## src/rtl/powerup_controller.sv

```systemverilog
// Power-pack consumer: times respawns, tests ball/pack overlap once per frame,
// and drives the timed effect enables or the one-shot extra-point pulse.
module powerup_controller #(
  parameter int PACK_W         = 20,
  parameter int PACK_H         = 20,
  parameter int BALL_SIZE      = 16,
  parameter int RESPAWN_FRAMES = 180,
  parameter int EFFECT_FRAMES  = 300,
  parameter int SHIELD_FRAMES  = 600
) (
  input  logic        clk,
  input  logic        reset,
  input  logic        frame_tick,
  input  logic        round_reset,
  input  logic [10:0] ball_x,
  input  logic [9:0]  ball_y,
  input  logic        last_hitter,
  input  logic [10:0] pack_x,
  input  logic [9:0]  pack_y,
  input  logic [1:0]  pack_mode,
  output logic        spawn,
  output logic        eaten,
  output logic [1:0]  effect_mode,
  output logic        effect_player,
  output logic        slow_en,
  output logic        boost_en,
  output logic        shield_en,
  output logic        extra_point,
  output logic [9:0]  frames_left
);

  typedef enum logic [1:0] {S_WAIT, S_SPAWN, S_ARMED, S_EFFECT} state_t;

  localparam logic [1:0] MODE_SLOW   = 2'b00;
  localparam logic [1:0] MODE_BOOST  = 2'b01;
  localparam logic [1:0] MODE_EXTRA  = 2'b10;
  localparam logic [1:0] MODE_SHIELD = 2'b11;

  localparam logic [9:0] RESPAWN_CNT = 10'(RESPAWN_FRAMES);
  localparam logic [9:0] EFFECT_CNT  = 10'(EFFECT_FRAMES);
  localparam logic [9:0] SHIELD_CNT  = 10'(SHIELD_FRAMES);

  state_t     state_q, state_n;
  logic [9:0] count_q, count_n;
  logic       armed_ready_q, armed_ready_n;
  logic       spawn_n, eaten_n, extra_n, slow_n, boost_n, shield_n;
  logic [1:0] mode_n;
  logic       player_n;

  // Widened to 12 bits so pack/ball extents past the screen edge never wrap
  logic [11:0] bx, by, px, py;
  logic        overlap, hit;

  assign bx = {1'b0, ball_x};
  assign by = {2'b00, ball_y};
  assign px = {1'b0, pack_x};
  assign py = {2'b00, pack_y};

  assign overlap = (bx < px + 12'(PACK_W)) && (px < bx + 12'(BALL_SIZE)) &&
                   (by < py + 12'(PACK_H)) && (py < by + 12'(BALL_SIZE));

  // Generator coordinates settle one clock after spawn, so the first ARMED cycle is skipped
  assign hit = (state_q == S_ARMED) && armed_ready_q && frame_tick && overlap;

  assign frames_left = count_q;

  always_comb begin
    state_n  = state_q;
    count_n  = count_q;
    mode_n   = effect_mode;
    player_n = effect_player;
    spawn_n  = 1'b0;
    eaten_n  = 1'b0;
    extra_n  = 1'b0;
    slow_n   = slow_en;
    boost_n  = boost_en;
    shield_n = shield_en;

    if (round_reset) begin
      state_n  = S_WAIT;
      count_n  = RESPAWN_CNT;
      slow_n   = 1'b0;
      boost_n  = 1'b0;
      shield_n = 1'b0;
    end else begin
      case (state_q)
        S_WAIT: begin
          if (frame_tick) begin
            if (count_q == 10'd1) begin
              state_n = S_SPAWN;
              spawn_n = 1'b1;
            end else begin
              count_n = count_q - 10'd1;
            end
          end
        end
        S_SPAWN: state_n = S_ARMED;
        S_ARMED: begin
          if (hit) begin
            eaten_n  = 1'b1;
            mode_n   = pack_mode;
            player_n = last_hitter;
            case (pack_mode)
              MODE_SLOW:   begin slow_n   = 1'b1; count_n = EFFECT_CNT; state_n = S_EFFECT; end
              MODE_BOOST:  begin boost_n  = 1'b1; count_n = EFFECT_CNT; state_n = S_EFFECT; end
              MODE_SHIELD: begin shield_n = 1'b1; count_n = SHIELD_CNT; state_n = S_EFFECT; end
              MODE_EXTRA:  begin extra_n  = 1'b1; count_n = RESPAWN_CNT; state_n = S_WAIT; end
              default:     state_n = S_ARMED;
            endcase
          end
        end
        S_EFFECT: begin
          if (frame_tick) begin
            if (count_q == 10'd1) begin
              slow_n   = 1'b0;
              boost_n  = 1'b0;
              shield_n = 1'b0;
              count_n  = RESPAWN_CNT;
              state_n  = S_WAIT;
            end else begin
              count_n = count_q - 10'd1;
            end
          end
        end
        default: state_n = S_WAIT;
      endcase
    end

    armed_ready_n = (state_q == S_ARMED) && (state_n == S_ARMED);
  end

  always_ff @(posedge clk) begin
    if (reset) begin
      state_q       <= S_WAIT;
      count_q       <= RESPAWN_CNT;
      armed_ready_q <= 1'b0;
      spawn         <= 1'b0;
      eaten         <= 1'b0;
      extra_point   <= 1'b0;
      slow_en       <= 1'b0;
      boost_en      <= 1'b0;
      shield_en     <= 1'b0;
      effect_mode   <= 2'b00;
      effect_player <= 1'b0;
    end else begin
      state_q       <= state_n;
      count_q       <= count_n;
      armed_ready_q <= armed_ready_n;
      spawn         <= spawn_n;
      eaten         <= eaten_n;
      extra_point   <= extra_n;
      slow_en       <= slow_n;
      boost_en      <= boost_n;
      shield_en     <= shield_n;
      effect_mode   <= mode_n;
      effect_player <= player_n;
    end
  end

endmodule
```

## config.mk

```make
export PLATFORM = sky130hd
export DESIGN_NAME = powerup_controller
export DESIGN_NICKNAME = d
export VERILOG_FILES = /design/src/rtl/powerup_controller.sv
export SDC_FILE = /design/constraint.sdc
export NUM_CORES = 1
export LEC_CHECK = 0
export CORE_ASPECT_RATIO = 1.5
export CORE_MARGIN = 2
export CORE_UTILIZATION = 53
export CTS_BUF_LIST = sky130_fd_sc_hd__clkbuf_4 sky130_fd_sc_hd__clkbuf_8 sky130_fd_sc_hd__clkbuf_16
export DETAILED_ROUTE_END_ITERATION = 7
export PLACE_DENSITY = 0.87
export SLEW_MARGIN = 20
export SYNTH_ARGS = -nofsm -noshare
export SYNTH_HDL_FRONTEND = slang
export SYNTH_SLANG_ARGS = --single-unit
```

## constraint.sdc

```tcl
create_clock -name clk -period 4.89 [get_ports clk]
set_input_delay 0.7335 -clock clk [delete_from_list [all_inputs] [get_ports clk]]
set_output_delay 0.7335 -clock clk [all_outputs]
set_load 0.01 [all_outputs]
```

* Word-level counts from Yosys, hierarchy flattened
Cells that the tools add are included.
Cells by class: order comparisons 4, bitwise logic cells 5, muxes and demuxes 29, equality and inequality tests 16, multiply operators 0, shift operators 0, reductions and logical operators 22, add/subtract/negate cells 5, divide/modulo/power cells 0
Operators with widths (count):
- $pmux 10 s3 | 2
- $mux 10 | 5
- $add 11x5->12 const B | 2
- $lt 11x12->1 | 2
- $add 10x5->11 const B | 2
- $lt 10x11->1 | 2
- $reduce_and 5->1 | 4
- $mux 2 | 6
- $mux 1 | 11
- $eq 10x1->1 const B | 1
- $eq 2x2->1 const B | 5
- $ne 2x2->1 const B | 5
- $sub 10x1->10 const B | 1
- $pmux 2 s4 | 1
- $reduce_or 4->1 | 2
- $logic_and 1x1->1 | 7
- $ne 2x1->1 const B | 3
- $pmux 1 s2 | 3
- $reduce_or 3->1 | 2
- $not 1->1 | 5
- $eq 2x1->1 const B | 2
- $logic_not 2->1 | 2
- $pmux 2 s2 | 1
- $reduce_or 2->1 | 2
- other kinds (3) | 3
Storage, ports and cells: bits in registers 22, memories kept 0, latch bits 0, input bits 49, bits in read-only memories 0, memory bits (writable) 0, output and inout bits 19

* Longest topological paths before layout
depth after elaboration 11, gate-level depth with buffers 14, gate-level depth less buffers 12

* Worst setup path after synthesis
No wires, ideal clock.
path type input to register, start in pack_x[2], end reg count_q[3] (netlist: frames_left[3]), path slack 1.722 ns, data required time 4.774 ns, arrival 3.053 ns, stages 12, path through a21oi_2 nor2_1 and3_1 xnor2_1 ha_1 a21o_1 a21oi_1 o2111ai_2 a2111oi_4 o2111ai_4 a211o_1 a31o_1
On the way: cells in the longest elaborated chain, start to end 8
Ends and longest elaborated chain:
- from (decl) | RTL line 18 | input logic [10:0] pack_x,
- $add 11x5->12 | RTL line 59 | assign overlap = (bx < px + 12'(PACK_W)) && (px < bx + 12'(BALL_SIZE)) &&
- $lt 11x12->1 | RTL line 59
- $logic_and 1x1->1 (*) (2 in a row) | RTL line 59
- $logic_and 1x1->1 (*) | RTL line 60 | (by < py + 12'(PACK_H)) && (py < by + 12'(BALL_SIZE));
- $logic_and 1x1->1 (*) | RTL line 63 | assign hit = (state_q == S_ARMED) && armed_ready_q && frame_tick && overlap;
- $ne 2x2->1 (no line) (*)
- $reduce_and 5->1 (no line) (*)
- to (signal assigned) | RTL line 147 | count_q <= count_n;
- to (decl) | RTL line 44 | logic [9:0] count_q, count_n;
Every way passes the cells marked *; elsewhere a longest branch is shown, timed or not. A chain may end at the register's enable or synchronous reset.

* Worst setup path in the final report
start in pack_x[5], end reg state_q[1]
On the way: cells in the longest elaborated chain, start to end 9
Ends and longest elaborated chain:
- $add 11x5->12 | RTL line 59
- $lt 11x12->1 | RTL line 59
- $logic_and 1x1->1 (*) (2 in a row) | RTL line 59
- $logic_and 1x1->1 (*) | RTL line 60
- $logic_and 1x1->1 (*) | RTL line 63
- $mux 2 (*) | RTL line 99 | if (hit) begin
- $pmux 2 s4 (*) | RTL line 86 | case (state_q)
- $mux 2 (*) | RTL line 79 | if (round_reset) begin
- to (signal assigned) | RTL line 146 | state_q <= state_n;
- to (decl) | RTL line 43 | state_t state_q, state_n;
Marked as above.

==> results.tsv <==
metric	value	unit
synth_area_per_cell	8.112	um^2
cts_made_buffers	3	
timing.fmax	251.9	MHz
pin_count	68	
hp-start	effect_mode[1]	
synthesis.nets	397	
drv_slew	0	
die_h	87.55	um
worst-slew-pin-transition	0.6821	ns
synth_area	0.002466	mm^2
status	completed	
min_to	effect_mode[1]	
placed_area	0.003158	mm^2
drc	0	
slew_headroom	54.53	%
finalInstanceArea	0.003229	mm^2
rows	30	
ys_warn_count	0	
reg2reg_from	state_q[1]	
critPathRequiredTime	5.06	ns
die-area	0.005226	mm^2
initial_core_util	54.75	%
antenna_found_initial	0	
r2r_slack	2.28	ns
rsz0062_at_grt	false	
finalSetupViolations	0	
cap_violations	0	
largest_register_ffs	10	
synth_enable_flop_cells	0	
hold_path_class	flip-flop to flip-flop	
r2r-end	state_q[1]	
min_path_cells	2	
core	0.004504	mm^2
postRouteAntennaNets	0	
async_flop_share	0	%
wl_per_cell	15.69	um
clockBufferDepth	2	
yosysSeqAreaShare	17.86	%
grt_pass1_wl	10690	um
cts.hold.buffers_added	0	
reg2reg_depth	6	
final_nets	462	
firstDrtPassIters	4	
finalCritPeriodShare	81.18	%
setup_slack	0.9201	ns
p_leak	1.360	nW
cp_top_family	compound AO/OA/AOI/OAI gates	
powerDensity	173.2	mW/mm^2
ctsResizeCount	0	
whs	0.4789	ns
synthFlopType	dfxtp_1	
grt_overflow	0	
via_count	2611	
clk_pin_slew	0.08	ns
tns	0	ns
path_cells	clkdlybuf4s50_1 -> nand2_1 -> nor2_1 -> and3_1 -> xnor2_1 -> ha_1 -> a21o_1 -> a21oi_1 -> o2111ai_2 -> a2111oi_4 -> o2111a_1 -> nor3b_1 -> a211o_1	
start_kind	primary input	
viasPerCell	6.276	
yosysUniqueCellTypes	52	
tritoncts	yes	
pre_cts_ws	0.6859	ns
wirelength	6529	um
die_w	59.70	um
drive_gt1_share	2.989	%
cts.sinks	22	
numPortBuffers	67	
n_antenna_cell	0	
min_period	3.970	ns
cts-htree-levels	1	
path_buf_inv	1	
grt_usage	25.55	%
critPathCaptureType	flip-flop	
netlist_instances	304	
cts_setup_buffers	0	
grt_start_max_net_pins	20	
hpwl	5118	um
clk_latency	0.27	ns
critPathMaxStageDelay	0.70	ns
area_delta_synth_final	30.95	%
vdd_drop_max	0.2263	mV
mostFrequentLayoutCells	67 x clkdlybuf4s50_1, 44 x ha_1, 23 x a21oi_1, 22 x dfxtp_1, 20 x nor2_1	
ctsRootBufferMaster	clkbuf_8	
synth-seq-cells	22	
critPathKind	primary input to flip-flop	
drt-initial-drc-count	157	
critPathSlowestCell	o2111a_1	
grt_pass1_vias	2505	
hold_viol_final	0	
final_common_cell	clkdlybuf4s50_1	
worst-path-max-fanout	19	
worst_ep_arrival_time	4.14	ns
finalClockSkew	0.003866	ns
gp_congestion	0.9269	
-- how the worst max path moves through the flow --
stage	startpoint	endpoint	slack [ns]	depth (start not counted)
after floorplan	pack_x[2]	frames_left[3]	1.72	12
after global placement	pack_x[4]	state_q[1]	0.77	13
after detailed placement	pack_x[5]	state_q[1]	0.69	13
after CTS	pack_x[5]	state_q[1]	0.94	13
after global routing	pack_x[5]	state_q[1]	0.71	13
final	pack_x[5]	state_q[1]	0.92	13
-- per-stage QoR --
step	std cells	total power [mW]	utilization, %
after global routing	416	0.5934	71.69
final	416	0.5594	71.69
after global placement	412	0.3827	70.11
after floorplan	304	0.3008	-
after CTS	416	0.5582	71.69
after detailed placement	412	0.3895	70.11
-- routing by layer --
metal	GRT usage, %	share of wire (%)	up-vias
met1	28.36	39	1215
met2	48.32	53	101
met3	1.920	5.1	22
li1	-	-	1273
met5	0	0	-
met4	10.10	2.6	0
-- cell usage after synthesis (3+ instances only) --
master / instances / area share [%]
ha_1: 44 / 22
a21oi_1: 23 / 4.7
dfxtp_1: 22 / 18
nor2_1: 20 / 3.0
inv_1: 19 / 2.9
xor2_1: 18 / 6.4
nand3_1: 14 / 2.8
nor3_1: 14 / 2.8
and3_1: 13 / 3.3
nand2_1: 12 / 1.8
o21ai_0: 10 / 2.0
a31oi_1: 7 / 1.8
xnor2_1: 7 / 2.5
a211oi_1: 6 / 1.8
nor4_1: 6 / 1.5
a21o_1: 5 / 1.5
clkbuf_1: 4 / 0.61
nand2b_1: 4 / 1.0
o2111ai_1: 4 / 1.4
o21ai_1: 4 / 0.81
and2_1: 3 / 0.76
nand3b_1: 3 / 0.91
nor2b_1: 3 / 0.76
o21a_1: 3 / 0.91
or3_1: 3 / 0.76
-- cells by family (layout without fill, tap and decap cells) --
kind of cell,count (synthesis),after routing,synth area share [%]
simple gates,104,104,22.53
buf+inv,26,90,4.465
xor+xnor,25,25,8.879
flops,22,22,17.86
fa+ha+maj,44,44,22.32
compound gates,83,83,23.95
-- where the power goes --
| part | switching (mW) | internal, mW |
|---|---|---|
| sequential | 0.00504 | 0.182 |
| combinational | 0.0991 | 0.101 |
| clock | 0.0624 | 0.110 |
-- cell type report --
class / count / area [um^2]
repair buffers: 67 / 670.6
well taps: 48 / 60.06
multi-input cells: 256 / 1916
clock inverters: 1 / 30.03
inverters: 19 / 71.32
clock buffers: 3 / 41.29
flip-flops and latches: 22 / 440.4
fillers: 376 / 1275
-- worst register-to-register path, cell delays in order, from the launching register on --
cell,delay (ns)
dfxtp_1,0.47
nor2b_1,0.34
o2111ai_2,0.20
a2111oi_4,0.37
o2111a_1,0.70
nor3b_1,0.14
a211o_1,0.29
Note: power is estimated with default switching activity, not from simulation.
==> RTL edit (config.mk and constraints unchanged) <==
Encoding of `state_t`: now one-hot (4 bits for 4 states).
--- a/src/rtl/powerup_controller.sv
+++ b/src/rtl/powerup_controller.sv
@@ -31,3 +31,3 @@
 
-  typedef enum logic [1:0] {S_WAIT, S_SPAWN, S_ARMED, S_EFFECT} state_t;
+  typedef enum logic [3:0] {S_WAIT = 4'b0001, S_SPAWN = 4'b0010, S_ARMED = 4'b0100, S_EFFECT = 4'b1000} state_t;
 
Check against the original RTL: no difference found for any inputs over 10 cycles, from zero or initial values and one cycle with reset high; not proved beyond that.
==> RTL edit against the original RTL <==
Synthesized cell count up 8.6%. Sequential share of layout area grew 0.38 points. Total power decreased by 8.4%. Critical path depth did not move. Clock power fell by 31%. Global-route usage about the same. Area after synthesis rose by 8.4%. Worst setup slack worse by 0.092 ns. Wire length up 8.6%. Sequential power increased by 6%. Fmax is 2.3% lower. Sequential cell count rose by 2. Cell area grew 6.1%. Via count grew 7.0%. Largest power group is now registers.
==> RTL edit: results <==
set metrics [dict create \
    antenna_found_initial 0 \
    clk_pin_slew_ns 0.09 \
    wl_per_cell_um 15.4 \
    drt_iter0_drc 113 \
    placed_area_um2 3390 \
    synth-main-ff-cell "dfxtp_1" \
    p_int_uw 351 \
    largest_reg_flops 10 \
    dp_cells 458 \
    hold_path.class "reg2reg" \
    cts_buffers 3 \
    p_leak_nw 1.44 \
    grt.total_usage_pct 25.6 \
    clk_path_buf_depth 2 \
    async_flop_share_pct 0 \
    synth_common_cells "ha_1, nor2_1, dfxtp_1" \
    worstPathArrival_ns 4.23 \
    place_hpwl_mm 5.79 \
    nets 490 \
    grt_pass1_wl_mm 11.5 \
    yosysWarnings 0 \
    finClkSkew_ns 0.00851 \
    viasPerCell 6.06 \
    netlist_top_cells_area "ha_1, dfxtp_1, xor2_1" \
    status "complete, no violations" \
    post_cts.repair.setup_buffers 0 \
    crit_path_max_fanout 12 \
    grt_start_max_net_pins 16 \
    coreArea_um2 4850 \
    firstDrtPassIters 5 \
    slowest_delay_ns 0.54 \
    slew_viol_final 0 \
    cts_root_buffer "clkbuf_8" \
    h-tree-depth 1 \
    antenna_cells 0 \
    synthesis.nets 423 \
    synth_cell_types 57 \
    avgSynthCellArea_um2 8.10 \
    cts_resized 0 \
    totalWireLength_mm 7.09 \
    cp_slowest_cell "nor4_4" \
    clkLatencyLatePin_ns 0.27 \
    drive_above_1_share_pct 5.82 \
    io_buffer_count 67 \
    drcViolationCount 0 \
    peakVddDrop_mv 0.170 \
    place.gp.congestion 0.896 \
    synth-seq-area-share_pct 18.0 \
    relSlewSlack_pct 40.0 \
    grt_pass1_vias 2741 \
]
-- RTL edit: cell count changes after synthesis, sizes merged, moves of 4 or more --
cell,change
nor2,+6
nor3,-7
nand2,+10
o221ai,+4
-- RTL edit: power by group through the flow --
stage               sequential, mW  combinational [mW]  clock [mW]
finish                       0.199               0.195       0.118
global route                 0.200               0.218       0.126
CTS                          0.199               0.194       0.118
detailed placement           0.204               0.193           0
global placement             0.204               0.186           0
floorplan                    0.205               0.106           0
-- RTL edit: path summary, 6_finish.rpt --
path	startpoint	end	slack (ns)	cells past startpoint
hold / removal	boost_en$_SDFFE_PP0P_	boost_en$_SDFFE_PP0P_	0.49	2
setup reg to reg	state_q[0]$_SDFF_PP1_	frames_left[8]$_SDFFE_PP0P_	2.10	7
setup / recovery	pack_x[2]	frames_left[8]$_SDFFE_PP0P_	0.83	13
hold reg to reg	boost_en$_SDFFE_PP0P_	boost_en$_SDFFE_PP0P_	0.49	2
-- RTL edit: critical path: cells and delay by family --
kind | cells | cell delay (ns)
buffers and inverters | 1 | 0.49
AOI/OAI and AO/OA | 6 | 1.56
xor gates and xnor gates | 1 | 0.12
and+or+nand+nor | 4 | 1.04
adders and majority gates | 1 | 0.29
-- RTL edit: per-stage QoR --
step / power (mW) / setup slack (ns) / hold WS [ns]
global placement: 0.390 / 0.641 / 0.448
global route: 0.544 / 0.604 / 0.502
detailed placement: 0.397 / 0.565 / 0.470
CTS: 0.512 / 0.844 / 0.493
finish: 0.513 / 0.828 / 0.486
floorplan: 0.311 / 1.58 / 0.503
-- RTL edit: area by class of cell --
cell class                      instances  area (µm²)
Timing Repair Buffer                   69         686
Sequential cell                        24         480
Inverter                               21        78.8
Multi-Input combinational cell        278        2060
Tap cell                               66        82.6
Fill cell                             417        1420
Clock buffer                            3        41.3
-- RTL edit: logic make-up after synthesis --
kind of cell,Yosys count,synth area share (%)
xor+xnor,24,7.86
buf+inv,28,5.05
simple gates,119,25.1
compound gates,91,23.4
fa+ha+maj,44,20.6
flops,24,18.0
-- RTL edit: per-layer routing --
metal  up-vias  track usage (%)  routed length, µm
li1       1366                -                  -
met1      1288             27.4               2710
met4         0             10.6                231
met5         -                0                  0
met2       117             46.5               3750
met3        24             3.56                396
